## src/rtl/mem_arb_pkg.sv

```systemverilog
// rtl/mem_arb_pkg.sv - shared state, requester-id and mode definitions for mem_arbiter
package mem_arb_pkg;

    typedef enum logic [1:0] {
        IDLE    = 2'd0,
        GRANT   = 2'd1,
        WAIT_RD = 2'd2
    } arb_state_t;

    typedef logic req_id_t;

    localparam req_id_t REQ_IFETCH = 1'b0;
    localparam req_id_t REQ_DATA   = 1'b1;

    localparam logic MODE_READ  = 1'b0;
    localparam logic MODE_WRITE = 1'b1;

    localparam int BEAT_W = 8;

    // Saturating increment: the beat counter must never wrap back below the burst limit.
    function automatic logic [BEAT_W-1:0] beat_sat_inc(input logic [BEAT_W-1:0] b);
        return (b == {BEAT_W{1'b1}}) ? b : b + 1'b1;
    endfunction

endpackage

```

## src/rtl/mem_arb_pick.sv

```systemverilog
// rtl/mem_arb_pick.sv - winner select for mem_arbiter; MEM_ARB_FIXED_PRIO_EN makes m1 always win ties
module mem_arb_pick
    import mem_arb_pkg::*;
(
    input  logic    v0,
    input  logic    v1,
    input  req_id_t last_owner,
    output logic    any_valid,
    output req_id_t winner
);

`ifdef MEM_ARB_FIXED_PRIO_EN
    logic unused_last_owner;
    assign unused_last_owner = last_owner;

    // Data requester wins whenever it is asking; fetch only gets the bus when data is quiet.
    always_comb begin
        any_valid = v0 | v1;
        winner    = v1 ? REQ_DATA : REQ_IFETCH;
    end
`else
    // Round-robin: on a tie the requester that did not finish the previous burst wins.
    always_comb begin
        any_valid = v0 | v1;
        winner    = REQ_IFETCH;
        if (v0 && v1) begin
            winner = ~last_owner;
        end else if (v1) begin
            winner = REQ_DATA;
        end
    end
`endif

endmodule

```

## src/rtl/mem_arbiter.sv

```systemverilog
// rtl/mem_arbiter.sv - two-requester burst arbiter onto main_memory; MEM_ARB_FIXED_PRIO_EN selects fixed priority
module mem_arbiter
    import mem_arb_pkg::*;
#(
    parameter int ADDR_W    = 64,
    parameter int DATA_W    = 8,
    parameter int BURST_MAX = 8
) (
    input  logic              clk,
    input  logic              rst,
    input  logic              m0_mode,
    input  logic              m0_valid,
    output logic              m0_ready,
    input  logic [ADDR_W-1:0] m0_addr,
    input  logic [DATA_W-1:0] m0_w_data,
    output logic              m0_r_data_valid,
    output logic [DATA_W-1:0] m0_r_data,
    input  logic              m1_mode,
    input  logic              m1_valid,
    output logic              m1_ready,
    input  logic [ADDR_W-1:0] m1_addr,
    input  logic [DATA_W-1:0] m1_w_data,
    output logic              m1_r_data_valid,
    output logic [DATA_W-1:0] m1_r_data,
    output logic              mem_mode,
    output logic              mem_valid,
    output logic [ADDR_W-1:0] mem_addr,
    output logic [DATA_W-1:0] mem_w_data,
    input  logic              mem_ready,
    input  logic              mem_r_data_valid,
    input  logic [DATA_W-1:0] mem_r_data
);

    localparam logic [BEAT_W-1:0] BURST_LIM = BEAT_W'(BURST_MAX);

    arb_state_t        state_q, state_d;
    req_id_t           owner_q, owner_d;
    req_id_t           last_owner_q, last_owner_d;
    logic [BEAT_W-1:0] beat_q, beat_d, beat_inc;

    logic              pick_any;
    req_id_t           pick_winner;

    logic              own_valid;
    logic              own_mode;
    logic [ADDR_W-1:0] own_addr;
    logic [DATA_W-1:0] own_w_data;
    logic              done;

    mem_arb_pick u_pick (
        .v0         (m0_valid),
        .v1         (m1_valid),
        .last_owner (last_owner_q),
        .any_valid  (pick_any),
        .winner     (pick_winner)
    );

    // Read data is broadcast; only the valid strobe is steered to the owner.
    assign m0_r_data = mem_r_data;
    assign m1_r_data = mem_r_data;
    assign beat_inc  = beat_sat_inc(beat_q);

    // Request fields of whichever requester currently owns the bus.
    always_comb begin
        own_valid  = m0_valid;
        own_mode   = m0_mode;
        own_addr   = m0_addr;
        own_w_data = m0_w_data;
        if (owner_q == REQ_DATA) begin
            own_valid  = m1_valid;
            own_mode   = m1_mode;
            own_addr   = m1_addr;
            own_w_data = m1_w_data;
        end
    end

    // Next-state, grant bookkeeping and all bus-facing outputs.
    always_comb begin
        state_d         = state_q;
        owner_d         = owner_q;
        last_owner_d    = last_owner_q;
        beat_d          = beat_q;
        m0_ready        = 1'b0;
        m1_ready        = 1'b0;
        m0_r_data_valid = 1'b0;
        m1_r_data_valid = 1'b0;
        mem_valid       = 1'b0;
        mem_mode        = MODE_READ;
        mem_addr        = '0;
        mem_w_data      = '0;
        done            = 1'b0;

        unique case (state_q)
            IDLE: begin
                if (pick_any) begin
                    owner_d = pick_winner;
                    beat_d  = '0;
                    state_d = GRANT;
                end
            end
            GRANT: begin
                mem_valid  = own_valid;
                mem_mode   = own_mode;
                mem_addr   = own_addr;
                mem_w_data = own_w_data;
                m0_ready   = (owner_q == REQ_IFETCH) && mem_ready;
                m1_ready   = (owner_q == REQ_DATA) && mem_ready;
                if (own_valid && mem_ready) begin
                    if (own_mode == MODE_WRITE) begin
                        beat_d = beat_inc;
                        done   = 1'b1;
                    end else begin
                        state_d = WAIT_RD;
                    end
                end else if (!own_valid) begin
                    // Owner withdrew before any handshake: release the bus untouched.
                    state_d = IDLE;
                end
            end
            WAIT_RD: begin
                m0_r_data_valid = (owner_q == REQ_IFETCH) && mem_r_data_valid;
                m1_r_data_valid = (owner_q == REQ_DATA) && mem_r_data_valid;
                if (mem_r_data_valid) begin
                    beat_d = beat_inc;
                    done   = 1'b1;
                end
            end
            default: state_d = IDLE;
        endcase

        // A completed beat either continues the burst or hands the bus back.
        if (done) begin
            if (own_valid && (beat_inc < BURST_LIM)) begin
                state_d = GRANT;
            end else begin
                last_owner_d = owner_q;
                state_d      = IDLE;
            end
        end
    end

    // State register; last_owner resets to m1 so m0 wins the first tie.
    always_ff @(posedge clk or negedge rst) begin
        if (!rst) begin
            state_q      <= IDLE;
            owner_q      <= REQ_IFETCH;
            last_owner_q <= REQ_DATA;
            beat_q       <= '0;
        end else begin
            state_q      <= state_d;
            owner_q      <= owner_d;
            last_owner_q <= last_owner_d;
            beat_q       <= beat_d;
        end
    end

endmodule

```

## config.mk

```make
export PLATFORM = sky130hd
export DESIGN_NAME = mem_arbiter
export DESIGN_NICKNAME = d
export VERILOG_FILES = /design/src/rtl/mem_arb_pkg.sv /design/src/rtl/mem_arb_pick.sv /design/src/rtl/mem_arbiter.sv
export SDC_FILE = /design/constraint.sdc
export NUM_CORES = 1
export LEC_CHECK = 0
export CAP_MARGIN = 20
export CORE_AREA = 2 2 99 101
export CTS_BUF_LIST = sky130_fd_sc_hd__clkbuf_8
export DETAILED_ROUTE_END_ITERATION = 6
export DIE_AREA = 0 0 101 103
export PLACE_DENSITY_LB_ADDON = 0.2
export REMOVE_ABC_BUFFERS = 1
export SLEW_MARGIN = 10
export SYNTH_ARGS = -nofsm -noshare
export SYNTH_HDL_FRONTEND = slang
export SYNTH_SLANG_ARGS = --single-unit
export TNS_END_PERCENT = 30
```

## constraint.sdc

```tcl
create_clock -name clk -period 2.3 [get_ports clk]
set_input_delay 0.46 -clock clk [delete_from_list [all_inputs] [get_ports clk]]
set_output_delay 0.46 -clock clk [all_outputs]
set_load 0.02 [all_outputs]
```

== After elaboration in Yosys (flattened, before gate mapping) ==
Index checks and enable logic that the tools add are counted.

* Reductions and logical operators: 13
* Bitwise operators: 4
* Add/subtract/negate cells: 1
* Equality and inequality tests: 11
* Mux-type cells: 31
* Magnitude comparators: 1

{| class="wikitable"
|+ Operators by type and width
! cell !! count
|-
| $mux 64 || 2
|-
| $mux 8 || 7
|-
| $pmux 8 s3 || 1
|-
| $mux 1 || 14
|-
| $mux 2 || 5
|-
| $ne 2x2->1 const B || 5
|-
| $add 8x1->8 const B || 1
|-
| $eq 8x8->1 const B || 1
|-
| $lt 8x4->1 const B || 1
|-
| $ne 4x4->1 const B || 2
|-
| $logic_and 1x1->1 || 7
|-
| $pmux 2 s3 || 1
|-
| $reduce_and 5->1 || 1
|-
| $reduce_and 2->1 || 2
|-
| $reduce_and 4->1 || 1
|-
| $ne 3x3->1 const B || 1
|-
| $not 1->1 || 3
|-
| $reduce_bool 3->1 || 1
|-
| $eq 2x1->1 const B || 1
|-
| $eq 2x2->1 const B || 1
|-
| $logic_not 2->1 || 1
|-
| $pmux 1 s2 || 1
|-
| $or 1x1->1 || 1
|}

* Bits of input ports: 160
* Bits in registers: 12

== Depth between registers and ports, before layout ==
Gate-level depths: netlist of run 1.

* Word-level depth: 6
* Depth in mapped cells: 7
* Depth with buffers taken out: 6

== Hierarchy ==
Synthesis of run 1 repeated with hierarchy kept, for this count alone.

* Cells, all modules: 286
* Area, all modules: 2296.0 um^2

{| class="wikitable"
|+ Modules (own cells, without submodules)
! module !! instances !! cells each !! area each (um^2) !! sequential area each (um^2)
|-
| mem_arbiter || 1 || 284 || 2282.2 || 301.5
|-
| mem_arb_pick || 1 || 2 || 13.8 || 0.0
|}

== Least setup slack after synthesis of run 1 ==
No wires, ideal clock.

* Path kind: reg-to-output
* Start point: register state_q[1]
* End point: output mem_addr[41]
* Cell stages (with the launch flop): 7
* Path buffers: 2
* Setup slack: 0.371 ns
* Data required time: 1.840 ns
* Arrival time: 1.469 ns
* Cells stage by stage: dfrtp_1 > inv_1 > ha_1 > inv_1 > clkbuf_1 > buf_1 > nor2_1

* Longest elaborated chain between the ends: 2

{| class="wikitable"
|+ RTL lines
! what !! RTL line !! RTL
|-
| start, declared || mem_arbiter.sv:36 || <nowiki>arb_state_t state_q, state_d;</nowiki>
|-
| start signal, assigned || mem_arbiter.sv:150 || <nowiki>state_q <= state_d;</nowiki>
|-
| $eq 2x1->1 || mem_arbiter.sv:93 || <nowiki>unique case (state_q)</nowiki>
|-
| $mux 64 || mem_arbiter.sv:93 ||
|-
| end, declared || mem_arbiter.sv:27 || <nowiki>output logic [ADDR_W-1:0] mem_addr,</nowiki>
|}

No other way between the ends.

== Final worst setup path of run 1 ==
* Start point: register owner_q
* End point: output mem_w_data[6]

* Longest elaborated chain between the ends: 2

{| class="wikitable"
|+ RTL lines
! what !! RTL line !! RTL
|-
| start, declared || mem_arbiter.sv:37 || <nowiki>req_id_t owner_q, owner_d;</nowiki>
|-
| start signal, assigned || mem_arbiter.sv:151 || <nowiki>owner_q <= owner_d;</nowiki>
|-
| $mux 8 || mem_arbiter.sv:69 || <nowiki>if (owner_q == REQ_DATA) begin</nowiki>
|-
| $mux 8 || mem_arbiter.sv:93 ||
|-
| end, declared || mem_arbiter.sv:28 || <nowiki>output logic [DATA_W-1:0] mem_w_data,</nowiki>
|}

No other way between the ends.

==> flow_metrics.tcl, run 1 <==
set metrics [dict create \
    status "complete, no violations" \
    nFillCells 981 \
    numPortBuffers 229 \
    syn_inst 288 \
    worst_setup_hold_path_clk_slew_ns 0.05 \
    grt.total_usage_pct 22.1 \
    synthAdderAreaFrac_pct 2.92 \
    dp.cells 612 \
    timing.fmax_mhz 452 \
    hold_viol 0 \
    irDropWorstVdd_v 0.000492 \
    yosysWarnings 0 \
    die_height_um 103 \
    reg2reg_slack_ns 0.24 \
    skew_ns 0.00461 \
    synth-seq-cells 12 \
    grt_pass1_wl_mm 17.2 \
    wl_met1_mm 4.66 \
    p_leak_nw 2.37 \
    first_pass_iters 4 \
    core_sq_mm 0.00946 \
    post_drt_wl_per_cell_um 19.1 \
    fin_area_sq_mm 0.00463 \
    wirelength_mm 11.9 \
    tightest_slew_ns 0.589 \
    synth_cell_types 38 \
    max_stage_delay_ns 0.51 \
    r2r_end "beat_q[4]" \
    cpLargestDelayFamily "buffers and inverters" \
    synth-compound-area-share_pct 13.0 \
    final_util_pct 48.9 \
    synthSimpleGateAreaFrac_pct 23.4 \
    drive_gt1_share_pct 11.0 \
    dr.first_iter.drc_count 54 \
    rows 36 \
    setup_slack_ns 0.0865 \
    min_period_ns 2.21 \
    worstSkewPairLatency_ns 0.24 \
    holdCritStartpoint "beat_q[1]" \
    synth_area_sq_mm 0.00214 \
    route.detailed.drc 0 \
    synth.area.mux_share_pct 35.1 \
    cp_max_fo 28 \
    place_area_sq_mm 0.00454 \
    stdcell_count 622 \
    maxUsedRoutingLayer "met4" \
    slew_viol_final 0 \
    r2r-start "state_q[0]" \
    vias 2915 \
    die_w_um 101 \
    crit_required_ns 1.84 \
    worstSetupPathType "reg -> out" \
    drt-vias-per-instance 4.69 \
    dp_hpwl_mm 10.3 \
    power_density_mw_per_mm2 1040 \
    grt_max_degree 29 \
    min_period_over_period_pct 96.2 \
    synth-xor-area-share_pct 0 \
    grt_setup_unrepaired "no" \
    routabilityCongestion 0.916 \
    crit_slowest_cell "dfrtp_4" \
    ant_nets 0 \
    reg2regPathDepth 8 \
    synthToLayoutAreaGrowth_pct 116 \
    path_cells "buf_12 -> buf_4 -> mux2i_2 -> nor2_1 -> buf_12" \
    io_pins 254 \
    cts_max_path_buffers 2 \
    power.total_mw 4.82 \
    cp-start-kind "flop" \
    worst_setup_path_end_kind "output port" \
    antenna_found_initial 0 \
    cap_violations 0 \
    cts_buffers 3 \
    avgSynthCellArea_sq_um 7.43 \
    setup_viol 0 \
    min_to "beat_q[1]" \
    synth_top_family_by_area "multiplexers" \
    min_path_cells 1 \
    fp.dieArea_sq_mm 0.0104 \
    nets 674 \
    relSlewSlack_pct 60.6 \
    cts_hold_buf 0 \
    path_depth 5 \
    grt_pass1_vias 2962 \
    clock-sinks 12 \
    seqCellArea_sq_um 305 \
    cts_root_buffer "clkbuf_8" \
    min_path_type "reg -> reg" \
    post-place-ws_ns -0.0726 \
    multi_input_area_sq_mm 0.00161 \
    htree_levels 1 \
    worst-path-buf-inv 3 \
    wl_met3_mm 1.29 \
    cts_tree "yes" \
    wl_met2_mm 5.74 \
    critPathArrivalTime_ns 1.75 \
    ys_seq_area_share_pct 14.1 \
    start_util_pct 22.6 \
    num_antenna_cells 0 \
    critPathMostFrequentCell "buf_12" \
    overflow 0 \
]
==> worst register-to-register path, cell delays in order, from the launching register on <==
cell and delay [ns]:
dfrtp_1 0.39, inv_1 0.09, ha_1 0.24, nor3b_1 0.15, buf_4 0.14, a211o_1 0.28, buf_4 0.18, a21oi_1 0.35
a2bb2oi_1 0.12
==> stage by stage <==
stage,hold WS [ns],TNS [ns]
final,0.574,0
after global routing,0.596,0
after CTS,0.580,-0.105
after detailed placement,0.567,-0.171
after global placement,0.560,-0.0856
after floorplan,0.164,-117.13
==> metal layers <==
| layer | GRT usage, % | up-vias |
|---|---|---|
| met1 | 25.4 | 1285 |
| li1 | - | 1440 |
| met2 | 40.7 | 178 |
| met5 | 0 | - |
| met4 | 3.64 | 0 |
| met3 | 6.92 | 12 |
==> synthesized netlist by cell type <==
library cell / number / area (sq um)
nand3_1: 8 / 40.0
inv_1: 5 / 18.8
o211ai_1: 1 / 7.51
buf_1: 1 / 3.75
or2_1: 1 / 6.26
nor2_1: 78 / 293
a31oi_1: 1 / 6.26
nand4_1: 4 / 25.0
o32ai_2: 1 / 16.3
and3b_1: 2 / 17.5
a211oi_1: 8 / 60.1
buf_4: 17 / 128
or4_1: 1 / 7.51
nand2_1: 9 / 33.8
or2_2: 1 / 6.26
a2111o_1: 1 / 11.3
dfrtp_1: 11 / 275
o31ai_1: 1 / 7.51
mux2_1: 1 / 11.3
o31a_1: 2 / 17.5
a21oi_1: 4 / 20.0
a2bb2oi_1: 5 / 43.8
mux2i_1: 74 / 741
o21ai_1: 1 / 5.00
dfstp_2: 1 / 26.3
nand3b_1: 1 / 7.51
nor3b_1: 1 / 7.51
ha_1: 5 / 62.6
a21boi_0: 1 / 7.51
and3_1: 7 / 43.8
clkbuf_1: 12 / 45.0
a32o_1: 1 / 10.0
a21o_1: 1 / 7.51
o21ai_0: 4 / 20.0
a211o_1: 3 / 26.3
buf_2: 10 / 50.1
o2111a_1: 1 / 11.3
nand2b_1: 2 / 12.5
==> final cells by class <==
type	instances	share of cell area [%]
Clock buffer	4	1.19
Inverter	5	0.460
Multi-Input combinational cell	231	34.8
Sequential cell	12	6.60
Tap cell	114	3.08
Timing Repair Buffer	256	53.9
==> worst max-delay path by stage <==
stage	from	endpoint	slack [ns]
after floorplan	owner_q	state_q[0]	-1.67
after global placement	m1_valid	mem_valid	-0.06
after detailed placement	m1_valid	mem_valid	-0.07
after CTS	owner_q	mem_addr[7]	-0.11
after global routing	state_q[1]	mem_addr[19]	0.00007
final	owner_q	mem_w_data[6]	0.09
==> cells in the final DEF (no fill, tap or decap), types with 5 or more instances in the layout <==
cell / n
nand3_1: 8
dfrtp_1: 10
a2bb2oi_1: 5
and3_1: 7
nand2_1: 9
buf_12: 6
a211oi_1: 8
nor2_1: 77
mux2i_1: 71
clkdlybuf4s50_1: 151
dlygate4sd2_1: 60
buf_4: 31
==> cells by family (layout without fill, tap and decap cells) <==
kind of cell,count (synthesis),count (layout)
and+or+nand+nor,115,115
AOI/OAI and AO/OA,36,36
muxes,75,75
DFF,12,12
buffers and inverters,45,265
adders and majority gates,5,5
==> registers in the layout, summed over array words and instances, names as in the netlist <==
name / flops
beat_q: 8
state_q: 2
last_owner_q: 1
owner_q: 1
==> timing repair <==
action | 4_1_cts | 5_1_grt
cloned | 1 | 0
setup endpoints to repair | 67 | 9
buffers inserted | 2 | 3
gates resized for setup | 68 | 9
==> report_power, final <==
part           leakage [nW]  switching, mW  internal [mW]
logic                  2.19           2.30           1.90
registers             0.156         0.0914          0.284
clock network        0.0288         0.0829          0.151
total                  2.37           2.48           2.34
No activity file was read; power rests on OpenSTA's default activity.
==> run 2: changes to the inputs <==
==> constraint.sdc (replaced) <==
create_clock -name clk -period 2.1 [get_ports clk]
set_input_delay 0.42 -clock clk [delete_from_list [all_inputs] [get_ports clk]]
set_output_delay 0.42 -clock clk [all_outputs]
set_load 0.02 [all_outputs]
==> run 2 against run 1 <==
Worst hold slack lost 0.041 ns. Clock skew grew 0.0089 ns. Wire length grew 0.91%. Critical path type unchanged. The flow now finishes with violations (setup timing). Combinational power grew 12%. Register-to-register slack lost 0.12 ns. Die area is the same. Power grew 12%. Critical path depth is the same. Global-route usage grew 0.33 points. First-iteration DRC count is the same.
==> flow_metrics.tcl, run 2 (synthesis results as in run 1) <==
set metrics [dict create \
    status "finished, violations left" \
    violations "setup timing" \
    antenna_found_initial 0 \
    cts_tree "yes" \
    nFillCells 931 \
    vias 2913 \
    synthToLayoutAreaGrowth_pct 120 \
    timing.fmax_mhz 440 \
    num_antenna_cells 0 \
    nets 680 \
    slew_viol_final 0 \
    ant_nets 0 \
    layout_common_cells "clkdlybuf4s50_1 (154), nor2_1 (77), mux2i_1 (68)" \
    fp.dieArea_sq_mm 0.0104 \
    clock-sinks 12 \
    largest_register "beat_q" \
    post_drt_wl_per_cell_um 19.1 \
    worstSkewPairLatency_ns 0.25 \
    p_leak_nw 2.58 \
    dr.first_iter.drc_count 54 \
    power.total_mw 5.37 \
    skew_ns 0.0135 \
    power_density_mw_per_mm2 1140 \
    grt_pass1_wl_mm 17.4 \
    irDropWorstVdd_v 0.000482 \
    dp.cells 622 \
    cap_violations 0 \
    setup_slack_ns -0.172 \
    overflow 0 \
    largest_register_ffs 8 \
    io_pins 254 \
    routabilityCongestion 0.908 \
    stdcell_count 628 \
    first_pass_iters 4 \
    htree_levels 1 \
    min_path_type "in -> async" \
    cp_max_fo 28 \
    hold_viol 0 \
    core_sq_mm 0.00946 \
    cts_buffers 3 \
    worst_setup_path_end_kind "output port" \
    cts_hold_buf 0 \
    cts_max_path_buffers 2 \
    relSlewSlack_pct 62.2 \
    die_w_um 101 \
    start_util_pct 22.6 \
    reg_top3 "beat_q x8, state_q x2" \
    grt_pass1_vias 3030 \
    worst_setup_hold_path_clk_slew_ns 0.06 \
    numPortBuffers 229 \
    crit_required_ns 1.68 \
    final_common_cell "clkdlybuf4s50_1" \
    setup_viol 7 \
    grt_setup_unrepaired "yes" \
    worstSetupPathType "reg -> out" \
    tightest_slew_ns 0.565 \
    min_period_over_period_pct 108 \
    die_height_um 103 \
    min_period_ns 2.27 \
    grt_max_degree 29 \
    critPathArrivalTime_ns 1.85 \
    rows 36 \
    cts_root_buffer "clkbuf_8" \
    wirelength_mm 12.0 \
    drive_gt1_share_pct 15.2 \
    drt-vias-per-instance 4.64 \
    route.detailed.drc 0 \
    grt.total_usage_pct 22.4 \
    dp_hpwl_mm 10.4 \
    cp-start-kind "flop" \
]
[run 2: cell count changes in the layout (fill, tap and decap cells not counted), moves of 2 or more]
cell	change
dlygate4sd2_1	-39
dlymetal6s2s_1	+22
clkbuf_2	+9
buf_4	+7
clkdlybuf4s50_1	+3
mux2i_1	-3
mux2i_2	+3
buf_2	+2
[run 2: final cells by class]
type | count | area, sq um | area share (%)
timing repair buffer | 262 | 2570 | 54.5
multi-input combinational | 231 | 1630 | 34.6
tap | 114 | 143 | 3.03
sequential | 12 | 305 | 6.48
inverter | 5 | 18.8 | 0.399
clock inverter | 1 | 3.75 | 0.0797
clock buffer | 3 | 41.3 | 0.877
[run 2: routing by layer]
layer	vias up	share of wire [%]	track usage, %
met5	-	0	0
met4	0	0.98	4.05
met3	8	10	6.51
met2	174	50	42.0
met1	1271	39	25.4
li1	1460	-	-
[run 2: what timing repair did]
action / 4_1_cts / 5_1_grt
setup endpoints to repair: 72 / 76
gates resized for setup: 50 / 59
setup buffers: 2 / 0
gates cloned: 0 / 0
pin swaps: 0 / 0
[run 2: where the power goes]
group / total [mW] / switching, mW / internal [mW]
clock: 0.221 / 0.0920 / 0.129
sequential: 0.445 / 0.134 / 0.311
combinational: 4.71 / 2.52 / 2.19
[run 2: critical path, stage by stage (launching register included)]
cell and delay, ns:
dfrtp_1 0.41, ha_1 0.24, inv_2 0.14, buf_8 0.21
nor2_1 0.07, clkdlybuf4s50_1 0.54
[run 2: worst paths after layout]
path	start	to	slack [ns]	cells after the start
max	state_q[0]	mem_addr[42]	-0.17	5
min	rst	beat_q[4]	0.53	1
max reg2reg	owner_q	state_q[0]	0.12	7
min reg2reg	beat_q[1]	beat_q[1]	0.57	1
max in group asynchronous	rst	owner_q	1.13	1
min in group clk	beat_q[1]	beat_q[1]	0.57	1
[run 2: stage by stage]
stage	hold slack (ns)	utilization [%]	TNS, ns	setup WS [ns]	instance area [sq um]
after detailed placement	0.565	48.8	-2.13	-0.246	4610
after CTS	0.566	49.3	-6.34	-0.225	4660
after floorplan	0.124	-	-132.01	-1.87	1910
after global placement	0.560	48.8	-1.71	-0.243	4610
after global routing	0.607	49.8	-2.13	-0.284	4710
final	0.533	49.8	-0.658	-0.172	4710
==> run 3: changes to the inputs <==
==> constraint.sdc (replaced) <==
create_clock -name clk -period 1.85 [get_ports clk]
set_input_delay 0.37 -clock clk [delete_from_list [all_inputs] [get_ports clk]]
set_output_delay 0.37 -clock clk [all_outputs]
set_load 0.02 [all_outputs]
==> run 3 against run 2 <==
The run still ends with setup timing left. Die area unchanged. Non-clock buffer count increased by 7. Count of clock-buffer cells in the layout unchanged. Register-to-register slack got worse by 0.09 ns. Clock skew decreased by 0.0079 ns. Via count increased by 5.4%. Critical path type unchanged. Critical endpoint is now mem_w_data[6]. Largest cell class unchanged.
==> flow_metrics.tcl, run 3 (synthesis results as in run 1) <==
set metrics [dict create \
    status "finished, violations left" \
    violations "setup timing" \
    worstSkewPairLatency_ns 0.25 \
    drt-vias-per-instance 4.83 \
    worst_setup_hold_path_clk_slew_ns 0.06 \
    route.detailed.drc 0 \
    reg_top3 "beat_q x8, state_q x2" \
    crit_required_ns 1.48 \
    share_comb_of_total_power_pct 89.4 \
    cts_hold_buf 0 \
    tightest_slew_ns 0.614 \
    layout_common_cells "clkdlybuf4s50_1 (150), nor2_1 (66), mux2i_1 (57), buf_4 (57), buf_2 (22)" \
    cts_max_path_buffers 2 \
    stdcell_count 635 \
    dp_hpwl_mm 10.6 \
    min_period_ns 1.92 \
    final_util_pct 52.6 \
    skew_ns 0.00567 \
    crit_slowest_cell "dfrtp_4" \
    r2r-start "owner_q" \
    setup_slack_ns -0.0692 \
    critPathMostFrequentCell "buf_12" \
    cp_max_fo 11 \
    grt_setup_unrepaired "yes" \
    worst_setup_path_end_kind "output port" \
    whs_ns 0.508 \
    dp.cells 626 \
    core_sq_mm 0.00946 \
    wirelength_mm 12.5 \
    dr.first_iter.drc_count 52 \
    p_leak_nw 2.30 \
    largest_register_ffs 8 \
    num_antenna_cells 0 \
    largest_register "beat_q" \
    numPortBuffers 229 \
    hold_viol 0 \
    die_height_um 103 \
    path_cells "buf_12 -> buf_12 -> mux2i_4 -> nor2_4 -> buf_12" \
    grt_pass1_vias 3193 \
    nFillCells 921 \
    cap_violations 0 \
    seq_power_share_pct 7.0 \
    grt.total_usage_pct 22.8 \
    switching_share_pct 49.6 \
    rows 36 \
    fp.dieArea_sq_mm 0.0104 \
    nets 687 \
    antenna_found_initial 0 \
    synthToLayoutAreaGrowth_pct 132 \
    cp-start-kind "flop" \
    relSlewSlack_pct 58.9 \
    overflow 0 \
    worst-path-buf-inv 3 \
    ant_nets 0 \
    htree_levels 1 \
    fin_tns_setup_ns -0.677 \
    io_pins 254 \
    irDropWorstVdd_v 0.000553 \
    cpLargestDelayFamily "flip-flops" \
    clockPowerShare_pct 3.6 \
    final_common_cell "clkdlybuf4s50_1" \
    min_period_over_period_pct 104 \
    cts_tree "yes" \
    clock-sinks 12 \
    reg2regPathDepth 5 \
    post_drt_wl_per_cell_um 19.7 \
    setup_viol 33 \
    power_density_mw_per_mm2 1400 \
    r2r_end "state_q[0]" \
    drive_gt1_share_pct 33.2 \
    cts_buffers 3 \
    cts_root_buffer "clkbuf_8" \
    min_path_type "in -> async" \
    max_stage_delay_ns 0.48 \
    p_int_mw 3.50 \
    critPathArrivalTime_ns 1.55 \
    reg2reg_slack_ns 0.03 \
    p_sw_mw 3.44 \
    grt_pass1_wl_mm 17.9 \
    start_util_pct 22.6 \
    slew_viol_final 0 \
    grt_max_degree 23 \
    vias 3069 \
    power.total_mw 6.95 \
    routabilityCongestion 0.927 \
    timing.fmax_mhz 521 \
    worstSetupPathType "reg -> out" \
    first_pass_iters 4 \
    die_w_um 101 \
]
run 3: how the worst max path moves through the flow:
stage                     startpoint             to  slack (ns)  cells past startpoint
after floorplan              owner_q     state_q[0]       -2.12                      4
after global placement      m0_valid      mem_valid       -0.36                      4
after detailed placement    m0_valid      mem_valid       -0.38                      4
after CTS                 state_q[0]   mem_addr[43]       -0.09                      6
after global routing         owner_q  mem_w_data[6]       -0.12                      5
final                        owner_q  mem_w_data[6]       -0.07                      5
run 3: worst reg2reg max path, cell delays in order (launching register included):
cell,delay [ns]
dfrtp_4,0.53
clkbuf_16,0.20
and3_4,0.17
o2111a_1,0.26
or2_1,0.25
o31a_1,0.29
run 3: area by class of cell:
cell class / instances / area, sq um / share of cell area (%)
Timing Repair Buffer: 269 / 2560 / 51.5
Sequential cell: 12 / 307 / 6.16
Clock buffer: 3 / 41.3 / 0.830
Inverter: 5 / 26.3 / 0.528
Multi-Input combinational cell: 231 / 1890 / 38.1
Clock inverter: 1 / 3.75 / 0.0755
Tap cell: 114 / 143 / 2.87
run 3: what timing repair did:
item | CTS | global route
endpoints found under the setup margin | 88 | 85
pin swaps | 6 | 11
buffers inserted | 3 | 1
gates resized for setup | 306 | 78
gates cloned | 1 | 1
run 3: through the flow:
stage	worst slack [ns]	area, sq um
final	-0.0692	4970
after global routing	-0.117	4970
after global placement	-0.363	4640
after floorplan	-2.12	1910
after detailed placement	-0.382	4640
after CTS	-0.0913	4800
run 3: power by group through the flow:
stage | clock network (mW) | registers, mW | logic, mW
after detailed placement | 0 | 0.533 | 5.50
final | 0.249 | 0.489 | 6.21
after global placement | 0 | 0.523 | 5.46
after CTS | 0.252 | 0.475 | 5.85
after global routing | 0.268 | 0.510 | 6.60
after floorplan | 0 | 0.663 | 2.41
run 3: layer usage:
layer	track usage (%)	wire length, um	up-vias
li1	-	-	1470
met3	8.54	1400	8
met4	3.12	97	0
met5	0	0	-
met2	43.5	6330	166
met1	24.7	4710	1425
